<file path="config.mk">
export PLATFORM = sky130hd
export DESIGN_NAME = echo_mixer
export DESIGN_NICKNAME = d
export VERILOG_FILES = /design/src/rtl/echo_mixer.sv
export SDC_FILE = /design/constraint.sdc
export NUM_CORES = 1
export LEC_CHECK = 0
export CAP_MARGIN = 20
export CORE_ASPECT_RATIO = 0.9
export CORE_UTILIZATION = 30
export DETAILED_ROUTE_END_ITERATION = 8
export GPL_TIMING_DRIVEN = 1
export PLACE_DENSITY = 0.59
export SKIP_LAST_GASP = 1
export SLEW_MARGIN = 20
export SYNTH_ARGS = -nofsm -noshare
export SYNTH_HDL_FRONTEND = slang
export SYNTH_SLANG_ARGS = --single-unit
</file>
<file path="constraint.sdc">
create_clock -name clk -period 9.2 [get_ports clk]
set_clock_uncertainty 0.2 [all_clocks]
set_input_delay 2.3 -clock clk [delete_from_list [all_inputs] [get_ports clk]]
set_output_delay 2.3 -clock clk [all_outputs]
set_load 0.1 [all_outputs]
</file>
<file path="src/rtl/echo_mixer.sv">
// Echo mixer: adds feedback-scaled and mix-scaled wet samples to the dry sample through one shared multiplier.
// Define ECHO_MIXER_SAT_EN to clamp out-of-range sums; otherwise sums wrap to SAMPLE_W bits.
module echo_mixer #(
    parameter int SAMPLE_W = 16,
    parameter int GAIN_W   = 8
) (
    input  logic                clk,
    input  logic                rst,
    input  logic                in_valid,
    output logic                in_ready,
    input  logic [SAMPLE_W-1:0] dry_in,
    input  logic [SAMPLE_W-1:0] wet_in,
    input  logic [GAIN_W-1:0]   fb_gain,
    input  logic [GAIN_W-1:0]   mix_gain,
    output logic                out_valid,
    input  logic                out_ready,
    output logic [SAMPLE_W-1:0] wr_sample,
    output logic [SAMPLE_W-1:0] dac_sample,
    output logic                overrun
);

    localparam int PROD_W = SAMPLE_W + GAIN_W + 1;
    localparam int SUM_W  = SAMPLE_W + 1;
    localparam logic [SAMPLE_W-1:0] MID_SCALE = {1'b1, {(SAMPLE_W-1){1'b0}}};

    typedef enum logic [1:0] {IDLE, CALC_FB, CALC_MIX, HOLD} state_t;

    state_t                      r_state;
    logic                        r_in_ready;
    logic                        r_out_valid;
    logic                        r_overrun;
    logic signed [SAMPLE_W-1:0]  r_dry_s;
    logic signed [SAMPLE_W-1:0]  r_wet_s;
    logic [GAIN_W-1:0]           r_fb_gain;
    logic [GAIN_W-1:0]           r_mix_gain;
    logic [SAMPLE_W-1:0]         r_wr_sample;
    logic [SAMPLE_W-1:0]         r_dac_sample;

    logic [GAIN_W-1:0]           w_gain;
    logic signed [PROD_W-1:0]    w_wet_ext;
    logic signed [PROD_W-1:0]    w_gain_ext;
    logic signed [PROD_W-1:0]    w_prod;
    logic signed [PROD_W-1:0]    w_prod_sh;
    logic signed [SUM_W-1:0]     w_sum;
    logic [SAMPLE_W-1:0]         w_result;
    logic                        w_unused;

    // Map the SAMPLE_W+1 bit signed sum back to offset-binary, clamping or wrapping.
    function automatic logic [SAMPLE_W-1:0] sat_conv(input logic signed [SUM_W-1:0] s);
        logic [SAMPLE_W-1:0] res;
`ifdef ECHO_MIXER_SAT_EN
        if (s[SUM_W-1] != s[SUM_W-2])
            res = s[SUM_W-1] ? {SAMPLE_W{1'b0}} : {SAMPLE_W{1'b1}};
        else
            res = {~s[SAMPLE_W-1], s[SAMPLE_W-2:0]};
`else
        res = {~s[SAMPLE_W-1], s[SAMPLE_W-2:0]};
`endif
        return res;
    endfunction

    // The multiplier is shared: the state picks which captured gain feeds it.
    assign w_gain     = (r_state == CALC_FB) ? r_fb_gain : r_mix_gain;
    assign w_wet_ext  = {{(GAIN_W+1){r_wet_s[SAMPLE_W-1]}}, r_wet_s};
    assign w_gain_ext = {{(SAMPLE_W+1){1'b0}}, w_gain};
    assign w_prod     = w_wet_ext * w_gain_ext;
    assign w_prod_sh  = w_prod >>> GAIN_W;
    assign w_sum      = {r_dry_s[SAMPLE_W-1], r_dry_s} + w_prod_sh[SUM_W-1:0];
    assign w_result   = sat_conv(w_sum);
    assign w_unused   = ^{w_prod_sh[PROD_W-1:SUM_W], w_sum[SUM_W-1]};

    always_ff @(posedge clk or posedge rst) begin
        if (rst) begin
            r_state      <= IDLE;
            r_in_ready   <= 1'b1;
            r_out_valid  <= 1'b0;
            r_overrun    <= 1'b0;
            r_dry_s      <= '0;
            r_wet_s      <= '0;
            r_fb_gain    <= '0;
            r_mix_gain   <= '0;
            r_wr_sample  <= MID_SCALE;
            r_dac_sample <= MID_SCALE;
        end else begin
            if (in_valid && (r_state != IDLE))
                r_overrun <= 1'b1;
            case (r_state)
                IDLE: begin
                    if (in_valid) begin
                        r_dry_s    <= {~dry_in[SAMPLE_W-1], dry_in[SAMPLE_W-2:0]};
                        r_wet_s    <= {~wet_in[SAMPLE_W-1], wet_in[SAMPLE_W-2:0]};
                        r_fb_gain  <= fb_gain;
                        r_mix_gain <= mix_gain;
                        r_in_ready <= 1'b0;
                        r_state    <= CALC_FB;
                    end
                end
                CALC_FB: begin
                    r_wr_sample <= w_result;
                    r_state     <= CALC_MIX;
                end
                CALC_MIX: begin
                    r_dac_sample <= w_result;
                    r_out_valid  <= 1'b1;
                    r_state      <= HOLD;
                end
                HOLD: begin
                    if (out_ready) begin
                        r_out_valid <= 1'b0;
                        r_in_ready  <= 1'b1;
                        r_state     <= IDLE;
                    end
                end
                default: begin
                    r_out_valid <= 1'b0;
                    r_in_ready  <= 1'b1;
                    r_state     <= IDLE;
                end
            endcase
        end
    end

    assign in_ready   = r_in_ready;
    assign out_valid  = r_out_valid;
    assign overrun    = r_overrun;
    assign wr_sample  = r_wr_sample;
    assign dac_sample = r_dac_sample;

endmodule

</file>
Yosys cells after proc, flatten, opt, wreduce, memory -nomap -nowiden:

Index checks and enable logic that the tools add are counted.

* add/sub/neg operators: 1
* multiply operators: 1
* equal/unequal tests: 5
* mux-type cells: 9
* bitwise operators: 3
* reductions and logical operators: 9

Operators with widths (count)
* 16-bit by 9-bit multiplier with 24-bit output: 1
* 16-bit adder: 1
* 8-bit 2-to-1 mux: 1
* 2-bit one-hot mux with 4 select lines: 1
* 2-bit AND reduction: 3
* 2-bit nonzero test: 3
* 2-bit == test (second input constant): 2
* 2-bit 2-to-1 mux: 2
* 2-bit inequality test (second input constant): 2
* 1-bit one-hot mux with 2 select lines: 2
* 1-bit 2-to-1 mux: 3
* 1-bit NOT: 3
* 3-bit AND reduction: 1
* 2-bit by 1-bit == test with 1-bit output (second input constant): 1
* 2-bit zero test: 1
* 1-bit logical AND: 1

* register bits: 85
* input port bits: 52
* output and inout bits: 35
* word-level logic and storage cells: 38

Logic depth before layout (Yosys ltp):

* depth in word-level cells: 5
* depth in mapped cells: 32
* gate-level depth less buffers: 30

Least setup slack after synthesis:

Ideal clock, no wire load.

* path kind: reg2reg
* from: register r_state[0]
* to: register r_dac_sample[15], in the netlist dac_sample[15]
* library setup time: 0.083 ns
* arrival: 6.636 ns
* required time: 8.917 ns
* path slack: 2.282 ns
* stages on the path, launching flop included: 30
* buffers on the path: 2
* path through: dfrtp_1 > ha_1 > buf_6 > mux2_4 > clkbuf_1 > nand2_1 > fa_1 > inv_1 > fa_1 > inv_1 > fa_1 > inv_1 > fa_1 > ha_1 > a2111oi_4 > o31ai_4 > a31oi_1 > o21ai_1 > o21a_1 > nor2_1 > xnor2_1 > ha_1 > nor3_1 > o211ai_1 > a41oi_1 > o21ai_0 > a21o_1 > a21oi_1 > xor2_1 > a21oi_1

* word-level cells in the longest chain between the ends: 5

RTL lines
* from (decl): RTL line 28 `state_t r_state;`
* from (signal assigned): RTL line 74 `r_state <= IDLE;`
* from (signal assigned): RTL line 95 `r_state <= CALC_FB;`
* from (signal assigned): RTL line 100 `r_state <= CALC_MIX;`
* 2-bit by 1-bit == test with 1-bit output: RTL line 63 `assign w_gain = (r_state == CALC_FB) ? r_fb_gain : r_mix_gain;`
* 8-bit 2-to-1 mux: RTL line 63
* 16-bit by 9-bit multiplier with 24-bit output: RTL line 66 `assign w_prod = w_wet_ext * w_gain_ext;`
* 16-bit adder: RTL line 68 `assign w_sum = {r_dry_s[SAMPLE_W-1], r_dry_s} + w_prod_sh[SUM_W-1:0];`
* 1-bit NOT: RTL line 57 `res = {~s[SAMPLE_W-1], s[SAMPLE_W-2:0]};`
* to (signal assigned): RTL line 103 `r_dac_sample <= w_result;`
* to (decl): RTL line 37 `logic [SAMPLE_W-1:0] r_dac_sample;`

Parallel ways exist; a longest one is shown, timed or not.
A chain may end at the register's enable or synchronous reset.

Final worst setup path:

* from: register r_state[1]
* to: register r_dac_sample[15], in the netlist dac_sample[15]

Same word-level chain as after synthesis.

==> impl_metrics.csv <==
group,metric,value,unit
cts,cts_tree,"yes",
floorplan,rows,57,
yosys,synth-simple-area-share,11.7,%
yosys,synth_compound_area_share,6.18,%
placed_design,dp_hpwl,14300,µm
route,drt-total-wl,17900,µm
cts,h-tree-depth,3,
yosys,synthXorXnorAreaFrac,3.39,%
hold_path,hold_class,"flop to flop",
setup_path,cpMostUsedCell,"fa_1",
route,drtAntennaViolNets,0,
floorplan,die_y,159,µm
finish,seq_area,2130,µm²
route,viasPerCell,4.48,
setup_path,crit_type,"flop to flop",
sta,layout_worst_path_cycle_share,83.6,%
sta,relSlewSlack,29.4,%
route,drcViolationCount,0,
placed_design,portBuffers,86,
finish,final_common_cell,"inv_1",
setup_path,crit_fanout,16,
finish,fin_area,9830,µm²
sta,rsz0062_at_grt,"false",
floorplan,ios,87,
yosys,yosysSeqAreaShare,25.8,%
floorplan,die_area,28200,µm²
finish,mostFrequentLayoutCells,"inv_1 (142), fa_1 (100), clkdlybuf4s50_1 (86)",
cts,clock_path_buffers,2,
yosys,yosys-top-cells-area,"dfrtp_1 (25%), fa_1 (24%), mux2_2 (10%), ha_1 (9.8%), inv_1 (6.5%)",
global_route,antenna_found_initial,0,
finish,drive_above_1_share,12.8,%
finish,diodes,0,
route,drtIter0Drc,210,
floorplan,core,27000,µm²
finish,layout.nets,1092,
setup_path,startpoint_type,"flop",
setup_path,critPathRequiredTime,9230,ps
setup_path,crit_path_top_delay_cell,"fa_1",
global_route,grt_pass1_wl,31000,µm
job,maxCapViolations,0,
cts,cts_buffers,9,
yosys,synth_ff_type,"dfrtp_1",
yosys,netlist.area_leader.share,24.8,%
sta,layout_min_cycle_time,7690,ps
global_route,grt_pass1_vias,6090,
placed_design,place_congestion,0.867,
yosys,ys_seq_elements,85,
cts,post_cts_buffers,0,
yosys,synth_nets,1011,
yosys,netlist_area,8260,µm²
status,status,"completed",
floorplan,die_x,177,µm
yosys,async_flop_share,100,%
global_route,grt_max_degree,62,
yosys,synth_cell_types,48,
floorplan,start_util,30.6,%
cts,cts.sinks,85,
yosys,synth-adder-area-share,34.1,%
sta,fin_setup_tns,0,ps
global_route,gr-usage-all-layers,13.8,%
yosys,ys.warnings.count,0,
yosys,synth_edf_count,0,
sta,fmax,130,MHz
route,drt_first_pass_iters,4,
finish,fillers,2659,
yosys,synth_top_family_by_area,"adder cells",
yosys,synth_area_per_cell,10.4,µm²
setup_path,cp.arrival,7730,ps
setup_path,cpPeakStageDelay,560,ps
cts,clk_pin_slew,60,ps
yosys,syn_inst,794,
finish,syn_to_final_growth,19.1,%
cts,cts_resized,0,
sta,hold_viol_final,0,
route,via_count,5529,
cts,ctsHoldBuffers,0,
route,wl_per_cell,14.5,µm
setup_path,end_kind,"flop",
finish,multiInputGateArea,5490,µm²
yosys,synth.area.mux_share,11.1,%
sta,drv_slew,0,
cts,insertion_delay,350,ps
sta,setup_viol,0,
sta,worstMarginPinSlew,1060,ps
cts,cts_root_buf,"clkbuf_16",
yosys,synth_top_cell_by_area,"dfrtp_1",
placed_design,dpl_cell_area,9500,µm²
global_route,grt_overflow,0,
-- critical path: cells and delay by family, from the launching register on --
| kind | cells | cell delay [ps] |
|---|---|---|
| compound gates | 11 | 2370 |
| xor+xnor | 2 | 290 |
| fa+ha+maj | 7 | 3050 |
| buf+inv | 3 | 190 |
| flops | 1 | 390 |
| mux | 1 | 530 |
| simple gates | 3 | 520 |
-- synth_stat cells, types with 5 or more instances --
master    number
nand2_1       69
buf_1          8
and2_1        37
o21ai_0       14
nand2b_1       5
nand4_1        5
nor2_1        22
dfrtp_1       82
o21a_1         6
clkbuf_1       9
a21o_1         5
xnor2_1       25
fa_1         100
nor2b_1       32
nor3_1         9
inv_1        143
a21oi_1       28
mux2_2        76
ha_1          65
xor2_1         7
-- path summary, 6_finish.rpt --
check,cells past startpoint,start,endpoint,slack [ps]
worst min register to register,1,overrun,overrun,290
worst max register to register,27,r_state[1],dac_sample[15],1510
worst min-delay path,1,overrun,overrun,290
worst max-delay path,27,r_state[1],dac_sample[15],1510
min in group asynchronous,2,rst,r_fb_gain[5],2070
max in group asynchronous,3,rst,r_dry_s[11],5590
-- kinds of logic after synthesis --
group           Yosys count
compound gates           76
xor+xnor                 32
fa+ha+maj               165
buf+inv                 164
flops                    85
mux                      81
simple gates            191
-- flip-flops by register name, indices dropped and copies added, names as in the netlist --
name and count:
out_valid 1, dac_sample 16, overrun 1, in_ready 1, r_mix_gain 8, r_state 2
wr_sample 16, r_wet_s 16, r_dry_s 16, r_fb_gain 8
-- per-stage QoR --
stage	std cells	setup slack (ps)	hold WS, ps	util (%)
finish	1234	1510	288	36.4
CTS	1234	1480	290	36.4
floorplan	794	2280	269	-
global placement	1218	1710	261	35.2
global route	1234	962	317	36.4
detailed placement	1218	1550	271	35.2
-- layout make-up --
cell class	instances	area share, %
Timing Repair Buffer	91	9.13
Multi-Input combinational cell	545	55.9
Tap cell	354	4.50
Clock inverter	7	1.07
Sequential cell	85	21.7
Clock buffer	9	2.29
Inverter	143	5.47
-- layer usage --
metal	wire (µm)	GRT usage [%]
met5	0	0
met4	230	3.21
met3	710	2.94
met2	8320	22.5
met1	8610	18.7
Power is not shown: default switching activity piles up to over one toggle a cycle in this logic, so the estimate is an artifact.
